**src/rtl/captura_jogada.sv**
```systemverilog
// rtl/captura_jogada.sv - button capture: 2-FF sync, per-bit debounce, one-hot capture FSM
// Drives the one-hot 7-segment decoder; jogada is always 8'h00 or exactly one-hot.
module captura_jogada #(
  parameter int DEBOUNCE_CICLOS = 50000,
  parameter int CNT_W           = 16
) (
  input  logic       clock,
  input  logic       reset_n,
  input  logic       habilita,
  input  logic       limpa,
  input  logic [7:0] botoes,
  output logic [7:0] jogada,
  output logic       tem_jogada,
  output logic       jogada_feita,
  output logic       erro_multiplo
);

  typedef enum logic [1:0] {ESPERA, PRESSIONADO, LIBERA} estado_t;

  localparam logic [CNT_W-1:0] CNT_MAX = CNT_W'(DEBOUNCE_CICLOS - 1);
  localparam logic [CNT_W-1:0] CNT_UM  = CNT_W'(1);

  logic [7:0]       sinc1_q, sinc_q;
  logic [7:0]       estavel_q, estavel_d;
  logic [CNT_W-1:0] cnt_q [8];
  logic [CNT_W-1:0] cnt_d [8];
  estado_t          estado_q, estado_d;
  logic [7:0]       jogada_q, jogada_d;
  logic             tem_jogada_q, tem_jogada_d;
  logic             feita_q, feita_d;
  logic             erro_q, erro_d;
  logic             algum, unico;

  always_ff @(posedge clock or negedge reset_n) begin
    if (!reset_n) begin
      sinc1_q   <= '0;
      sinc_q    <= '0;
      estavel_q <= '0;
      for (int i = 0; i < 8; i++) cnt_q[i] <= '0;
    end else begin
      sinc1_q   <= botoes;
      sinc_q    <= sinc1_q;
      estavel_q <= estavel_d;
      for (int i = 0; i < 8; i++) cnt_q[i] <= cnt_d[i];
    end
  end

  // A bit flips only after DEBOUNCE_CICLOS consecutive cycles of disagreement.
  always_comb begin
    estavel_d = estavel_q;
    for (int i = 0; i < 8; i++) begin
      cnt_d[i] = '0;
      if (sinc_q[i] != estavel_q[i]) begin
        if (cnt_q[i] == CNT_MAX) begin
          estavel_d[i] = sinc_q[i];
        end else begin
          cnt_d[i] = cnt_q[i] + CNT_UM;
        end
      end
    end
  end

  assign algum = (estavel_q != 8'd0);
  assign unico = algum && ((estavel_q & (estavel_q - 8'd1)) == 8'd0);

  always_ff @(posedge clock or negedge reset_n) begin
    if (!reset_n) begin
      estado_q     <= ESPERA;
      jogada_q     <= '0;
      tem_jogada_q <= 1'b0;
      feita_q      <= 1'b0;
      erro_q       <= 1'b0;
    end else begin
      estado_q     <= estado_d;
      jogada_q     <= jogada_d;
      tem_jogada_q <= tem_jogada_d;
      feita_q      <= feita_d;
      erro_q       <= erro_d;
    end
  end

  always_comb begin
    estado_d = estado_q;
    if (limpa) begin
      estado_d = algum ? LIBERA : ESPERA;
    end else begin
      case (estado_q)
        ESPERA: begin
          if (algum) estado_d = (habilita && unico) ? PRESSIONADO : LIBERA;
        end
        PRESSIONADO, LIBERA: begin
          if (!algum) estado_d = ESPERA;
        end
        default: estado_d = ESPERA;
      endcase
    end
  end

  // limpa wins over any capture or release pulse in the same cycle.
  always_comb begin
    jogada_d     = jogada_q;
    tem_jogada_d = tem_jogada_q;
    feita_d      = 1'b0;
    erro_d       = 1'b0;
    if (limpa) begin
      jogada_d     = '0;
      tem_jogada_d = 1'b0;
    end else begin
      case (estado_q)
        ESPERA: begin
          if (algum && habilita) begin
            if (unico) begin
              jogada_d     = estavel_q;
              tem_jogada_d = 1'b1;
            end else begin
              erro_d = 1'b1;
            end
          end
        end
        PRESSIONADO: begin
          if (!algum) feita_d = 1'b1;
        end
        default: ;
      endcase
    end
  end

  assign jogada        = jogada_q;
  assign tem_jogada    = tem_jogada_q;
  assign jogada_feita  = feita_q;
  assign erro_multiplo = erro_q;

endmodule

```
**config.mk**
```make
export PLATFORM = sky130hd
export DESIGN_NAME = captura_jogada
export DESIGN_NICKNAME = d
export VERILOG_FILES = /design/src/rtl/captura_jogada.sv
export SDC_FILE = /design/constraint.sdc
export NUM_CORES = 1
export LEC_CHECK = 0
export ABC_AREA = 1
export BUFFER_PORTS_ARGS = -buffer_cell sky130_fd_sc_hd__buf_2
export CORE_ASPECT_RATIO = 0.8
export CORE_MARGIN = 2
export CORE_UTILIZATION = 37
export DETAILED_ROUTE_END_ITERATION = 12
export SLEW_MARGIN = 20
export SYNTH_ARGS = -nofsm -noshare
export SYNTH_HDL_FRONTEND = slang
export SYNTH_SLANG_ARGS = --single-unit
export TNS_END_PERCENT = 30
```
**constraint.sdc**
```tcl
create_clock -name clock -period 1.6 [get_ports clock]
set_input_delay 0.24 -clock clock [delete_from_list [all_inputs] [get_ports clock]]
set_output_delay 0.24 -clock clock [all_outputs]
set_load 0.02 [all_outputs]
```
# Yosys cells after proc, flatten, opt, wreduce, memory -nomap -nowiden
# Index checks and enable logic that the tools add are counted.
totals:
  ff_bits: 165
  output_inout_bits: 11
classes:
  bitwise_logic: 1
  n_reduce_logical: 20
  n_eq_ne: 20
  n_addsub: 9
  muxes: 37
ops:
  columns: ["op", "n"]
  rows:
  - ["2-to-1 mux 16 bit", 16]
  - ["adder 16 x 1 -> 16 bit, second input constant", 8]
  - ["== test 16 bit, second input constant", 8]
  - ["2-to-1 mux 8 bit", 4]
  - ["AND reduction 2 bit", 9]
  - ["2-to-1 mux 1 bit", 11]
  - ["2-to-1 mux 2 bit", 5]
  - ["AND 8 bit", 1]
  - ["logical NOT 8 bit", 1]
  - ["inequality test 1 bit", 8]
  - ["nonzero test 8 bit", 1]
  - ["subtractor 8 x 1 -> 8 bit, second input constant", 1]
  - ["inequality test 3 bit, second input constant", 2]
  - ["nonzero test 2 bit", 3]
  - ["one-hot mux 2 bit (2 select lines)", 1]
  - ["logical AND 1 bit", 3]
  - ["AND reduction 3 bit", 1]
  - ["== test 2 x 1 -> 1 bit, second input constant", 1]
  - ["== test 2 bit, second input constant", 1]
  - ["logical NOT 2 bit", 1]
  - ["OR reduction 2 bit", 1]

# Logic depth before layout (Yosys ltp)
logic_depth:
  ltp_word: 9
  depth_mapped: 11
  mapped_depth_nobuf: 10

# Worst setup path before layout
# No wires, ideal clock.
synth_timing:
  kind: "register to register"
  startpoint: "reg cnt_q[16] in the netlist's numbering"
  endpoint: "reg cnt_q[30] in the netlist's numbering"
  n_path_buf: 0
  t_arrival_ns: 1.377
  period_less_slack_ns: 1.503
  path_stages_with_launch: 11
  setup_slack_ns: 0.097
  path_cell_list: "dfrtp_1 > ha_1 > nand2_1 > nor2_1 > inv_1 > nor2_1 > nand2_1 > nand2_2 > inv_1 > o21ai_1 > a21oi_1"
synth_rtl:
  columns: ["item", "line", "rtl"]
  rows:
  - ["from (decl)", "25", "logic [CNT_W-1:0] cnt_q [8];"]

==> out/qor.yml <==
sta:
  setup_viol_count_final: 0
  fin_crit_sh_pct: 97.23
  hold_violations: 0
  max_slew.worst_pin.slew_ns: 0.4082
  rsz0062_at_grt: "yes"
  clock_skew_ns: 0.007785
  slew_viol_final: 0
  relSlewSlack_pct: 72.53
  max_freq_mhz: 642.8
  final.min_clock_period_ns: 1.556
grt:
  antenna_found_initial: 1
  track_usage_pct: 15.52
  overflow: 0
  grt_pass1_vias: 5992
  grt_max_degree: 56
  grt_pass1_wl_um: 28540
run_status:
  outcome: "complete, no violations"
drt:
  viasPerCell: 4.820
  firstDrtPassIters: 5
  post_drt_wl_per_cell_um: 12.84
  drtIter0Drc: 394
  drc: 0
  wl_um: 17370
  routed-via-count: 6517
  final_antenna_net_count: 0
synthesis:
  synth-async-reset-ratio_pct: 100.0
  ys_ff_latch: 165
  synth_top_cell_area_share_pct: 50.96
  synth_edf_count: 0
  seq_area_frac_synth_pct: 50.96
  yosysUniqueCellTypes: 38
  netlist_area_um2: 8103
  synth_area_per_cell_um2: 8.353
  ys.flop_type: "dfrtp_1"
  synth_area_leaders: "dfrtp_1, nand2_1, nor2_1"
  syn_inst: 970
  yosys-top-cells-count: "dfrtp_1, nand2_1, nor2_1"
  yosysWarnings: 0
  synth_nets: 992
  yosys.area.top_type: "dfrtp_1"
power_and_ir_drop:
  vdd_ir_drop_max_v: 0.0007430
  p_leak_nw: 4.422
  totalPowerFinal_w: 0.008900
  p_per_area_nw_per_um2: 894.0
final_layout:
  nNetsFinal: 1085
  layout-drive-gt1-share_pct: 18.96
  area_growth_pct: 22.87
  final_util_pct: 46.18
setup_path:
  cp_num_buf_inv: 0
  cp-end-kind: "register"
  crit_slowest_cell: "dfrtp_1"
  critical_path.cell_chain: "ha_4 > nand3_4 > nor3_4 > nand2_2 > nor2_4 > nand3_1 > nand2_1 > nand2_1 > nor2_1"
  critPathMaxStageDelay_ns: 0.42
  worstSetupPathType: "register to register"
  critical_path.startpoint_type: "register"
  critPathMaxFanout: 7
  worstPathRequired_ns: 1.97
  worstPathArrival_ns: 1.92
  critPathTopFamily: "simple AND/OR/NAND/NOR gates"
  r2r_slack_ns: 0.04
  cp_common_cell: "nand2_1"
clock_network:
  clk_latency_ns: 0.43
  clock-root-buffer: "clkbuf_16"
  clk_pin_slew_ns: 0.07
  cts_max_path_buffers: 2
  cts_buffers: 17
  cts_sinks: 165
  cts_max_level: 4
  cts_tree: "done"
floorplanning:
  fp.dieH_um: 136.4
  core_area_um2: 21560
  dieArea_um2: 23110
  dieWidth_um: 169.5
  start_util_pct: 37.58
  std_cell_rows: 48
  io_pins: 23
min_path:
  holdCritPathClass: "input pin to register"
placement:
  routabilityCongestion: 0.8508
  port_buffers: 22
  hpwl_um: 12080
run:
  cap_viol_max_count: 0
==> state kept, by name, summed over array words and instances (netlist names) <==
name	count
jogada_feita	1
sinc_q	8
jogada	8
tem_jogada	1
estado_q	2
sinc1_q	8
erro_multiplo	1
estavel_q	8
cnt_q	128
==> worst reg2reg max path, cell delays in order (launching register included) <==
cell and delay [ns]:
dfrtp_1 0.42, ha_4 0.18, nand3_4 0.10, nor3_4 0.24, nand2_2 0.10, nor2_4 0.18, nand3_1 0.09, nand2_1 0.06
nand2_1 0.04, nor2_1 0.07
==> layout by cell type (no fill, tap or decap), types with 4 or more instances in the layout <==
cell and instances:
a21oi_2 4, clkbuf_8 4, dfrtp_1 162, nand3_1 50, xor2_1 32, xnor2_1 10, buf_2 21, o21ai_0 19
o21ai_2 4, dlygate4sd3_1 9, clkbuf_16 17, a31oi_1 5, nand2_2 18, nand4_1 30, nand3_2 10, ha_2 4
nor2_2 10, buf_4 40, and3_1 6, o21a_1 5, nand2_1 147, o21ai_1 10, nor3b_1 10, nor3_4 5
clkinvlp_4 4, inv_1 129, nor3_1 53, inv_2 7, nor2_1 138, nor4_1 11, a21oi_1 40, nor2_4 13
==> path summary, 6_finish.rpt <==
check,startpoint,to,depth (start not counted)
max,cnt_q[0],cnt_q[12],9
min,limpa,tem_jogada,2
max reg2reg,cnt_q[0],cnt_q[12],9
min reg2reg,sinc1_q[4],sinc_q[4],0
max in group asynchronous,reset_n,cnt_q[6],3
min in group asynchronous,reset_n,cnt_q[57],2
==> per-stage QoR <==
stage / hold slack [ns] / setup WS [ns] / setup TNS [ns] / instances / area, um2
6_report: 0.06891 / 0.04428 / 0 / 1352 / 9956
3_5_place_dp: 0.1575 / 0.007004 / 0 / 1298 / 8820
2_1_floorplan: -0.05559 / 0.09675 / 0 / 970 / 8103
4_1_cts: 0.04970 / 0.008819 / 0 / 1339 / 9517
5_1_grt: 0.07096 / -0.08547 / -1.326 / 1351 / 9953
3_3_place_gp: 0.1579 / 0.03901 / 0 / 1298 / 8820
==> timing repair <==
| item | in CTS | in global routing |
|---|---|---|
| hold endpoints to repair | 36 | 0 |
| endpoints found under the setup margin | 1 | 70 |
| gates cloned | 0 | 3 |
| resized for setup | 1 | 95 |
| pin swaps | 0 | 34 |
| hold buffers | 9 | 0 |
| buffers inserted | 0 | 9 |
==> per-layer routing <==
metal / wire length, um / track usage [%] / share of wire (%)
met1: 9071 / 22.66 / 52
met2: 7479 / 22.47 / 43
met3: 611 / 3.755 / 3.5
met4: 202 / 5.318 / 1.2
met5: 0 / 0 / 0
==> logic make-up after synthesis <==
logic type	Yosys count	share of synthesized area [%]
and+or+nand+nor	520	29.93
DFF	165	50.96
buffers and inverters	141	6.733
AOI/OAI and AO/OA	89	5.883
xor gates and xnor gates	42	4.540
adders and majority gates	10	1.544
muxes	3	0.4169
==> cell type report <==
cell class              instances  area [um2]
fillers                      2041       11600
flip-flops and latches        165        4133
multi-input cells             666        3769
repair buffers                 75       578.1
inverters                     137       518.0
clock buffers                  22       484.2
well taps                     275       344.1
clock inverters                10       120.1
repair inverters                1       7.507
diodes                          1       2.502
==> report_power, final <==
group | switching, W | internal (W)
Clock | 0.00169 | 0.00247
Combinational | 0.000261 | 0.000164
Sequential | 0.0000602 | 0.00425
Total | 0.00202 | 0.00688
Power figures use the tool's default switching activity.
